## src/rtl/song_sequencer.sv

```systemverilog
// Song sequencer: steps through an external (note, duration) ROM and drives the
// tone generator for millisecond-accurate durations, each followed by a silent gap.
module song_sequencer #(
  parameter int SONG_LEN = 16,
  parameter int UNIT_MS  = 50,
  parameter int GAP_MS   = 20,
  parameter int TPM_W    = 16,
  localparam int AW = (SONG_LEN > 1) ? $clog2(SONG_LEN) : 1
) (
  input  logic             clk,
  input  logic             rst,
  input  logic [TPM_W-1:0] ticks_per_milli,
  input  logic             start,
  input  logic             stop,
  input  logic             loop_en,
  output logic [AW-1:0]    rom_addr,
  input  logic [3:0]       rom_note,
  input  logic [3:0]       rom_dur,
  output logic [3:0]       note_out,
  output logic             tone_en,
  output logic [7:0]       led,
  output logic             busy,
  output logic             done
);
  localparam int MS_MAX = (15 * UNIT_MS > GAP_MS) ? 15 * UNIT_MS : GAP_MS;
  localparam int MSW    = $clog2(MS_MAX + 1);
  localparam logic [AW-1:0] LAST = AW'(SONG_LEN - 1);

  typedef enum logic [2:0] {IDLE, FETCH, PLAY, GAP, FINISH} state_t;
  state_t state, state_nxt;

  logic [TPM_W-1:0] tpm_eff, presc, presc_nxt;
  logic [MSW-1:0]   ms_rem, ms_rem_nxt;
  logic [AW-1:0]    addr_nxt;
  logic [3:0]       note_nxt;
  logic             tone_nxt, done_nxt, ms_tick, last_ms;

  assign tpm_eff = (ticks_per_milli == '0) ? TPM_W'(1) : ticks_per_milli;
  // >= rather than == so a shrinking ticks_per_milli cannot strand the count
  assign ms_tick = (presc >= tpm_eff - TPM_W'(1));
  assign last_ms = ms_tick && (ms_rem == MSW'(1));

  always_ff @(posedge clk) begin
    if (rst) begin
      state    <= IDLE;
      rom_addr <= '0;
      note_out <= '0;
      tone_en  <= 1'b0;
      done     <= 1'b0;
      busy     <= 1'b0;
      led      <= '0;
      presc    <= '0;
      ms_rem   <= '0;
    end else begin
      state    <= state_nxt;
      rom_addr <= addr_nxt;
      note_out <= note_nxt;
      tone_en  <= tone_nxt;
      done     <= done_nxt;
      busy     <= (state_nxt != IDLE);
      led      <= {(state_nxt != IDLE), tone_nxt, 2'b00, note_nxt};
      presc    <= presc_nxt;
      ms_rem   <= ms_rem_nxt;
    end
  end

  always_comb begin
    state_nxt = state;
    if (stop) state_nxt = IDLE;
    else begin
      case (state)
        IDLE:    if (start) state_nxt = FETCH;
        FETCH: begin
          if (rom_dur != 4'd0)                  state_nxt = PLAY;
          else if (loop_en && rom_addr != '0)   state_nxt = FETCH;
          else                                  state_nxt = FINISH;
        end
        PLAY:    if (last_ms) state_nxt = GAP;
        GAP:     if (last_ms) state_nxt = (rom_addr == LAST && !loop_en) ? FINISH : FETCH;
        FINISH:  state_nxt = IDLE;
        default: state_nxt = IDLE;
      endcase
    end
  end

  always_comb begin
    addr_nxt   = rom_addr;
    note_nxt   = note_out;
    tone_nxt   = tone_en;
    done_nxt   = 1'b0;
    presc_nxt  = '0;
    ms_rem_nxt = ms_rem;
    if (state == PLAY || state == GAP) begin
      presc_nxt = ms_tick ? '0 : presc + TPM_W'(1);
      if (ms_tick) ms_rem_nxt = ms_rem - MSW'(1);
    end
    if (stop) begin
      addr_nxt = '0;
      note_nxt = '0;
      tone_nxt = 1'b0;
    end else begin
      case (state)
        IDLE:  if (state_nxt == FETCH) addr_nxt = '0;
        FETCH: begin
          if (state_nxt == PLAY) begin
            note_nxt   = rom_note;
            tone_nxt   = (rom_note != 4'd0);
            ms_rem_nxt = MSW'(rom_dur) * MSW'(UNIT_MS);
          end else if (state_nxt == FETCH) addr_nxt = '0;
        end
        PLAY: if (state_nxt == GAP) begin
          tone_nxt   = 1'b0;
          ms_rem_nxt = MSW'(GAP_MS);
        end
        GAP: if (state_nxt == FETCH) addr_nxt = (rom_addr == LAST) ? '0 : rom_addr + AW'(1);
        default: ;
      endcase
      if (state_nxt == FINISH) begin
        note_nxt = '0;
        tone_nxt = 1'b0;
        done_nxt = 1'b1;
      end
    end
    // each PLAY/GAP phase starts from a clean prescaler
    if (state_nxt != state || (state_nxt != PLAY && state_nxt != GAP)) presc_nxt = '0;
  end
endmodule

```

## config.mk

```make
export PLATFORM = sky130hd
export DESIGN_NAME = song_sequencer
export DESIGN_NICKNAME = d
export VERILOG_FILES = /design/src/rtl/song_sequencer.sv
export SDC_FILE = /design/constraint.sdc
export NUM_CORES = 1
export LEC_CHECK = 0
export CAP_MARGIN = 25
export CORE_UTILIZATION = 42
export CTS_CLUSTER_SIZE = 16
export DETAILED_ROUTE_END_ITERATION = 7
export GPL_TIMING_DRIVEN = 0
export PLACE_DENSITY = 0.65
export SYNTH_ARGS = -nofsm -noshare
export SYNTH_HDL_FRONTEND = slang
export SYNTH_SLANG_ARGS = --single-unit
```

## constraint.sdc

```tcl
create_clock -name clk -period 6.42 [get_ports clk]
set_input_delay 0.963 -clock clk [delete_from_list [all_inputs] [get_ports clk]]
set_output_delay 0.963 -clock clk [all_outputs]
set_load 0.01 [all_outputs]
```

==> results of run 1 <==
metrics by stage:
| step | hold WS, ns | total power (W) | util [%] | instances |
|---|---|---|---|---|
| after global placement | 0.465 | 0.000330 | 52.9 | 472 |
| final | 0.478 | 0.000499 | 54.3 | 480 |
| after CTS | 0.487 | 0.000505 | 54.3 | 480 |
| after floorplan | 0.437 | 0.000298 | - | 350 |
| after detailed placement | 0.468 | 0.000332 | 52.9 | 472 |
| after global routing | 0.559 | 0.000524 | 54.3 | 480 |
logic make-up (layout without fill, tap and decap cells):
family | Yosys count | in the layout
compound gates | 54 | 54
fa+ha+maj | 34 | 34
other cells | 1 | 2
buf+inv | 38 | 91
mux | 6 | 6
simple gates | 138 | 138
xor+xnor | 38 | 38
flops | 40 | 40
placed cells by master (no fill, tap or decap), types with 2 or more instances in the layout:
| master | netlist | routed |
|---|---|---|
| nor2b_1 | 4 | 4 |
| mux2i_1 | 6 | 6 |
| dfxtp_1 | 40 | 40 |
| xnor2_1 | 20 | 20 |
| nand4_1 | 9 | 9 |
| a21oi_1 | 14 | 14 |
| buf_2 | 4 | 4 |
| clkbuf_1 | 4 | 4 |
| o311ai_0 | 2 | 2 |
| clkbuf_8 | 0 | 6 |
| nand3_1 | 13 | 13 |
| inv_1 | 21 | 21 |
| a22oi_1 | 2 | 2 |
| a31oi_1 | 4 | 4 |
| or4_1 | 3 | 3 |
| nor4_1 | 5 | 5 |
| clkdlybuf4s50_1 | 0 | 45 |
| buf_4 | 8 | 8 |
| xor2_1 | 18 | 18 |
| clkinv_2 | 0 | 2 |
| nor3_1 | 4 | 4 |
| nand4b_1 | 4 | 4 |
| nand2b_1 | 7 | 7 |
| nand2_1 | 24 | 24 |
| a2111oi_0 | 2 | 2 |
| o22ai_1 | 3 | 3 |
| o21a_1 | 2 | 2 |
| ha_1 | 33 | 33 |
| a41oi_1 | 2 | 2 |
| a21o_1 | 2 | 2 |
| and3_1 | 4 | 4 |
| conb_1 | 1 | 2 |
| o21ai_0 | 9 | 9 |
| nor2_1 | 46 | 46 |
| and2_1 | 3 | 3 |
state kept, by name, indices dropped and copies added (netlist names):
name,cells
state,3
ms_rem,10
note_out,3
presc,16
led,3
rom_addr,4
done,1
metal layers:
metal	global-route usage, %	up-vias	share of wire (%)
met5	0	-	0
met4	5.70	0	1.1
met3	3.11	6	4.7
met2	34.1	64	48
met1	23.0	1168	46
li1	-	1319	-
cells in the mapped netlist, drive strengths merged, types with 5 or more instances:
cell type,instances,area [um^2]
nand3,13,65.1
nand2,24,90.1
inv,21,78.8
ha,33,413
nor2,46,173
o21ai,9,45.0
nand4,9,56.3
a21oi,15,78.8
xnor2,20,175
mux2i,6,60.1
nand2b,7,43.8
xor2,18,158
dfxtp,40,801
buf,13,83.8
nor4,5,31.3
layout make-up:
class / instances / area share, %
buffer: 17 / 2.80
clock buffer: 6 / 2.34
clock inverter: 2 / 0.284
inverter: 21 / 2.23
multi-input combinational: 272 / 54.2
sequential: 40 / 22.7
tap: 77 / 2.73
timing repair buffer: 45 / 12.8
critical path, cell delays in order:
cell	delay (ns)
clkdlybuf4s50_1	0.45
or3_1	0.42
nor4_1	0.33
nor4b_1	0.50
a21oi_1	0.18
ha_1	0.25
nand2b_1	0.13
nor4_1	0.09
nand2b_1	0.12
nor2_1	0.06
xnor2_1	0.14
ha_1	0.30
nand4_1	0.15
or4_1	0.54
o32a_2	0.44
a21boi_4	0.27
a41oi_1	0.29
nand2b_1	0.29
o22ai_1	0.12
power by group through the flow:
stage / sequential (W) / combinational (W) / clock [W]
final: 0.000250 / 0.0000757 / 0.000173
after global routing: 0.000250 / 0.0000846 / 0.000189
after CTS: 0.000250 / 0.0000764 / 0.000178
after detailed placement: 0.000256 / 0.0000756 / 0
after global placement: 0.000256 / 0.0000744 / 0
after floorplan: 0.000256 / 0.0000415 / 0
worst max path at each step:
| stage | from | end | slack, ns | depth (start not counted) |
|---|---|---|---|---|
| 2_1_floorplan | ticks_per_milli[5] | ms_rem[2] | 1.49 | 18 |
| 3_3_place_gp | ticks_per_milli[5] | ms_rem[1] | 0.33 | 19 |
| 3_5_place_dp | ticks_per_milli[5] | ms_rem[3] | 0.21 | 19 |
| 4_1_cts | ticks_per_milli[5] | ms_rem[3] | 0.49 | 19 |
| 5_1_grt | ticks_per_milli[5] | rom_addr[2] | 0.04 | 19 |
| 6_report | ticks_per_milli[5] | ms_rem[1] | 0.53 | 19 |
==> impl_metrics.py, run 1 <==
metrics = {
    "synthesis": {
        "synth_ff_type": "dfxtp_1",
        "synth_fa_ha_area_share_pct": 15.0,
        "synth.distinct_cells": 58,
        "ys_warn_count": 0,
        "async_reset_ff_share_pct": 0,
        "yosys_register_bits": 40,
        "syn_area_per_cell_um2": 8.27,
        "synthSimpleGateAreaFrac_pct": 24.5,
        "ys_seq_area_share_pct": 27.7,
        "synth_compound_area_share_pct": 12.8,
        "synth_xor_area_share_pct": 11.5,
        "muxShareOfSynthArea_pct": 2.08,
        "synthCells": 349,
        "synth_edf_count": 0,
        "synth_top_family_by_area": "simple AND/OR/NAND/NOR gates",
        "syn-cell-area_um2": 2890,
    },
    "grt": {
        "grt_pass1_vias": 2437,
        "grt.total_usage_pct": 18.9,
        "grt_overflow": 0,
        "grt_max_degree": 13,
        "antenna_found_initial": 0,
        "grt_pass1_wl_mm": 11.0,
    },
    "clock_tree": {
        "clock-sinks": 40,
        "cts_root_buffer": "clkbuf_8",
        "hold_buffers": 0,
        "h-tree-depth": 2,
        "cts_resized": 0,
        "clock_latency_ns": 0.29,
        "cts_buffers": 5,
        "cts_tree": "done",
        "cts_buffer_depth": 2,
        "clkTransAtPathRegs_ns": 0.07,
        "cts_setup_buffers": 0,
    },
    "critical_path": {
        "rr_worst_depth": 9,
        "r2r_end": "ms_rem[5]",
        "endpoint_kind": "flop",
        "start_kind": "input port",
        "r2r_slack_ns": 3.49,
        "crit_fanout": 7,
        "arrival_ns": 6.06,
        "crit_required_ns": 6.59,
        "crit_type": "in -> reg",
        "rr_startpoint": "presc[0]",
    },
    "min_path": {
        "hp-start": "presc[0]",
        "hold_path_class": "reg -> reg",
        "whs_endpoint": "presc[0]",
        "min_path_cells": 1,
    },
    "flow_run": {
        "drv_cap": 0,
    },
    "placement": {
        "portBuffers": 45,
        "pre_cts_ws_ns": 0.214,
        "place_area_um2": 3440,
        "dp_hpwl_mm": 5.02,
        "gp_congestion": 0.895,
    },
    "timing": {
        "period_needed_ns": 5.89,
        "worst_slew_pin_slew_ns": 0.730,
        "finalSetupViolCount": 0,
        "rsz0062_at_grt": "no",
        "hold_viol_final": 0,
        "clock_skew_ns": 0.00477,
        "relSlewSlack_pct": 51.4,
        "setup_ws_ns": 0.533,
        "max_freq_mhz": 170,
        "fin_setup_tns_ns": 0,
        "maxSlewViolCount": 0,
        "post-route-period-util_pct": 91.7,
    },
    "die": {
        "die_h_um": 84.9,
        "die_w_um": 84.9,
        "fp.dieArea_um2": 7210,
        "start_util_pct": 44.4,
        "fp.coreArea_um2": 6490,
        "io_pins": 48,
        "rows": 29,
    },
    "pwr": {
        "leakage_nw": 1.34,
        "power_frac_comb_pct": 15.2,
        "pwr-share-seq_pct": 50.1,
        "clkPwrFrac_pct": 34.7,
        "power.switching_w": 0.000124,
        "powerDensity_nw_per_um2": 141,
        "vdd_ir_drop_max_v": 0.0000721,
        "intPower_w": 0.000374,
        "swShare_pct": 25.0,
    },
    "routing": {
        "first_pass_iters": 7,
        "wl_per_cell_um": 13.5,
        "routed_wl_mm": 6.47,
        "route.vias.total": 2557,
        "drc_errors": 3,
        "drtAntennaViolNets": 0,
        "drtIter0Drc": 116,
        "via_per_inst": 5.33,
    },
    "layout": {
        "antenna_cells": 0,
        "fillerInstances": 638,
        "nets": 465,
        "multiInputGateArea_um2": 1910,
        "final_area_um2": 3530,
        "final_layout_size_suffix_gt1_share_pct": 7.20,
        "seq_area_um2": 801,
        "area_delta_synth_final_pct": 22.3,
    },
    "outcome": {
        "violations": "DRC",
        "outcome": "complete, but fails checks",
    },
}
Note: power is estimated with default switching activity, not from simulation.
==> inputs of run 2 (changes only) <==
--- a/config.mk
+++ b/config.mk
@@ -7,10 +7,11 @@
 export LEC_CHECK = 0
 export CAP_MARGIN = 25
 export CORE_UTILIZATION = 42
+export CTS_CLUSTER_DIAMETER = 150
 export CTS_CLUSTER_SIZE = 16
 export DETAILED_ROUTE_END_ITERATION = 7
 export GPL_TIMING_DRIVEN = 0
-export PLACE_DENSITY = 0.65
+export PLACE_DENSITY_LB_ADDON = 0.1
 export SYNTH_ARGS = -nofsm -noshare
 export SYNTH_HDL_FRONTEND = slang
 export SYNTH_SLANG_ARGS = --single-unit
==> constraint.sdc (replaced) <==
create_clock -name clk -period 6.15 [get_ports clk]
set_input_delay 0.9225 -clock clk [delete_from_list [all_inputs] [get_ports clk]]
set_output_delay 0.9225 -clock clk [all_outputs]
set_load 0.01 [all_outputs]
==> run 2 against run 1 <==
The run still ends with DRC left; critical path type unchanged; sequential power is 4% higher; via count is 1.6% lower; core utilization is 0.33 points higher; cell area is 0.60% higher; routed wire length is 7.0% lower; final cell count stayed put; clock power is 22% higher; flip-flop and latch count stayed put; worst hold slack worse by 0.0058 ns; clock skew is 0.0021 ns higher.
==> impl_metrics.py, run 2 (synthesized netlist as in run 1, its figures left out) <==
metrics = {
    "grt": {
        "grt_pass1_wl_mm": 10.6,
        "grt_pass1_vias": 2407,
        "grt_max_degree": 13,
        "grt.total_usage_pct": 17.9,
        "grt_overflow": 0,
        "antenna_found_initial": 0,
    },
    "clock_tree": {
        "h-tree-depth": 2,
        "hold_buffers": 0,
        "clkTransAtPathRegs_ns": 0.08,
        "cts_resized": 0,
        "cts_root_buffer": "clkbuf_8",
        "cts_tree": "done",
        "clock-sinks": 40,
        "cts_buffers": 5,
        "cts_buffer_depth": 2,
        "cts_setup_buffers": 0,
        "clock_latency_ns": 0.29,
    },
    "timing": {
        "finalSetupViolCount": 0,
        "worst_slew_pin_slew_ns": 0.708,
        "max_freq_mhz": 180,
        "clock_skew_ns": 0.00685,
        "relSlewSlack_pct": 52.8,
        "period_needed_ns": 5.56,
        "fin_setup_tns_ns": 0,
        "hold_viol_final": 0,
        "post-route-period-util_pct": 90.4,
        "rsz0062_at_grt": "no",
        "maxSlewViolCount": 0,
    },
    "min_path": {
        "hp-start": "presc[0]",
        "hold_path_class": "reg -> reg",
        "min_path_cells": 1,
        "whs_endpoint": "presc[0]",
    },
    "critical_path": {
        "crit_fanout": 10,
        "r2r_end": "presc[9]",
        "r2r_slack_ns": 3.26,
        "crit_type": "in -> reg",
        "crit_required_ns": 6.34,
        "endpoint_kind": "flop",
        "arrival_ns": 5.75,
        "rr_worst_depth": 10,
        "rr_startpoint": "presc[0]",
        "start_kind": "input port",
    },
    "layout": {
        "mostFrequentLayoutCells": "nor2_1 (46), clkdlybuf4s50_1 (45), dfxtp_1 (40)",
        "final_layout_size_suffix_gt1_share_pct": 7.20,
        "largest_register": "presc",
        "antenna_cells": 0,
        "nets": 465,
        "area_delta_synth_final_pct": 23.0,
        "largest_reg_flops": 16,
        "layout_commonest_cell": "nor2_1",
        "top_regs": "presc (16), ms_rem (10), rom_addr (4)",
        "fin_util_pct": 54.7,
    },
    "routing": {
        "first_pass_iters": 6,
        "drtIter0Drc": 112,
        "drc_errors": 2,
        "via_per_inst": 5.24,
        "route.vias.total": 2515,
        "wl_per_cell_um": 12.5,
        "routed_wl_mm": 6.02,
        "drtAntennaViolNets": 0,
    },
    "die": {
        "fp.dieArea_um2": 7210,
        "fp.coreArea_um2": 6490,
        "rows": 29,
        "io_pins": 48,
        "die_h_um": 84.9,
        "start_util_pct": 44.4,
        "die_w_um": 84.9,
    },
    "placement": {
        "gp_congestion": 0.816,
        "dp_hpwl_mm": 4.80,
        "portBuffers": 45,
    },
    "pwr": {
        "powerDensity_nw_per_um2": 155,
        "leakage_nw": 1.34,
        "fin_total_pwr_w": 0.000552,
        "vdd_ir_drop_max_v": 0.0000830,
    },
    "outcome": {
        "violations": "DRC",
        "outcome": "complete, but fails checks",
    },
    "flow_run": {
        "drv_cap": 0,
    },
}
## run 2: cell count changes in the layout (fill, tap and decap cells not counted)
cell and change:
clkbuf_8 -1, clkinv_2 -1, nor4b_1 -1, bufinv_16 +1, nor4b_2 +1, clkbuf_1 +1
## run 2: critical path, stage by stage
cell and delay [ns]:
clkdlybuf4s50_1 0.45, or3_1 0.43, nor4_1 0.31, nor4b_2 0.36
a21oi_1 0.15, ha_1 0.23, nand2b_1 0.13, nor4_1 0.08
nand2b_1 0.13, nor2_1 0.07, xnor2_1 0.14, ha_1 0.30
nand4_1 0.14, or4_1 0.54, o32a_2 0.42, a21oi_2 0.40
nand3_1 0.18, xnor2_1 0.16, a22o_1 0.20
## run 2: how the worst max path moves through the flow
stage          slack (ns)                from   endpoint
2_1_floorplan        1.26  ticks_per_milli[5]  ms_rem[2]
3_3_place_gp         0.07  ticks_per_milli[5]  ms_rem[5]
6_report             0.59  ticks_per_milli[5]  ms_rem[4]
5_1_grt              0.11  ticks_per_milli[5]  ms_rem[2]
4_1_cts              0.34  ticks_per_milli[5]  ms_rem[4]
3_5_place_dp         0.07  ticks_per_milli[5]  ms_rem[4]
## run 2: layout make-up
class | count | area [um^2]
repair buffers | 45 | 450
multi-input cells | 272 | 1920
inverters | 21 | 78.8
flip-flops and latches | 40 | 801
well taps | 77 | 96.3
clock buffers | 6 | 72.6
fillers | 620 | 2940
plain buffers | 17 | 98.8
clock inverters | 2 | 35.0
## run 2: power by group
| group | total (W) | internal (W) | switching, W |
|---|---|---|---|
| registers | 0.000261 | 0.000260 | 0.000000941 |
| logic | 0.0000791 | 0.0000413 | 0.0000377 |
| clock network | 0.000211 | 0.000120 | 0.0000909 |
## run 2: through the flow
| step | setup WS [ns] | hold WS [ns] | instances | cell area [um^2] |
|---|---|---|---|---|
| 6_report | 0.589 | 0.472 | 480 | 3550 |
| 5_1_grt | 0.107 | 0.498 | 480 | 3550 |
| 4_1_cts | 0.337 | 0.485 | 480 | 3540 |
| 3_5_place_dp | 0.0661 | 0.465 | 472 | 3440 |
| 3_3_place_gp | 0.0696 | 0.459 | 472 | 3440 |
| 2_1_floorplan | 1.26 | 0.437 | 350 | 2890 |
## run 2: per-layer routing
metal  vias to the layer above  part of all wire, %  GRT usage (%)
li1                       1324                    -              -
met1                      1126                   49           22.2
met2                        58                   46           31.8
met3                         7                  3.8           3.02
met4                         0                  1.3           5.70
met5                         -                    0              0
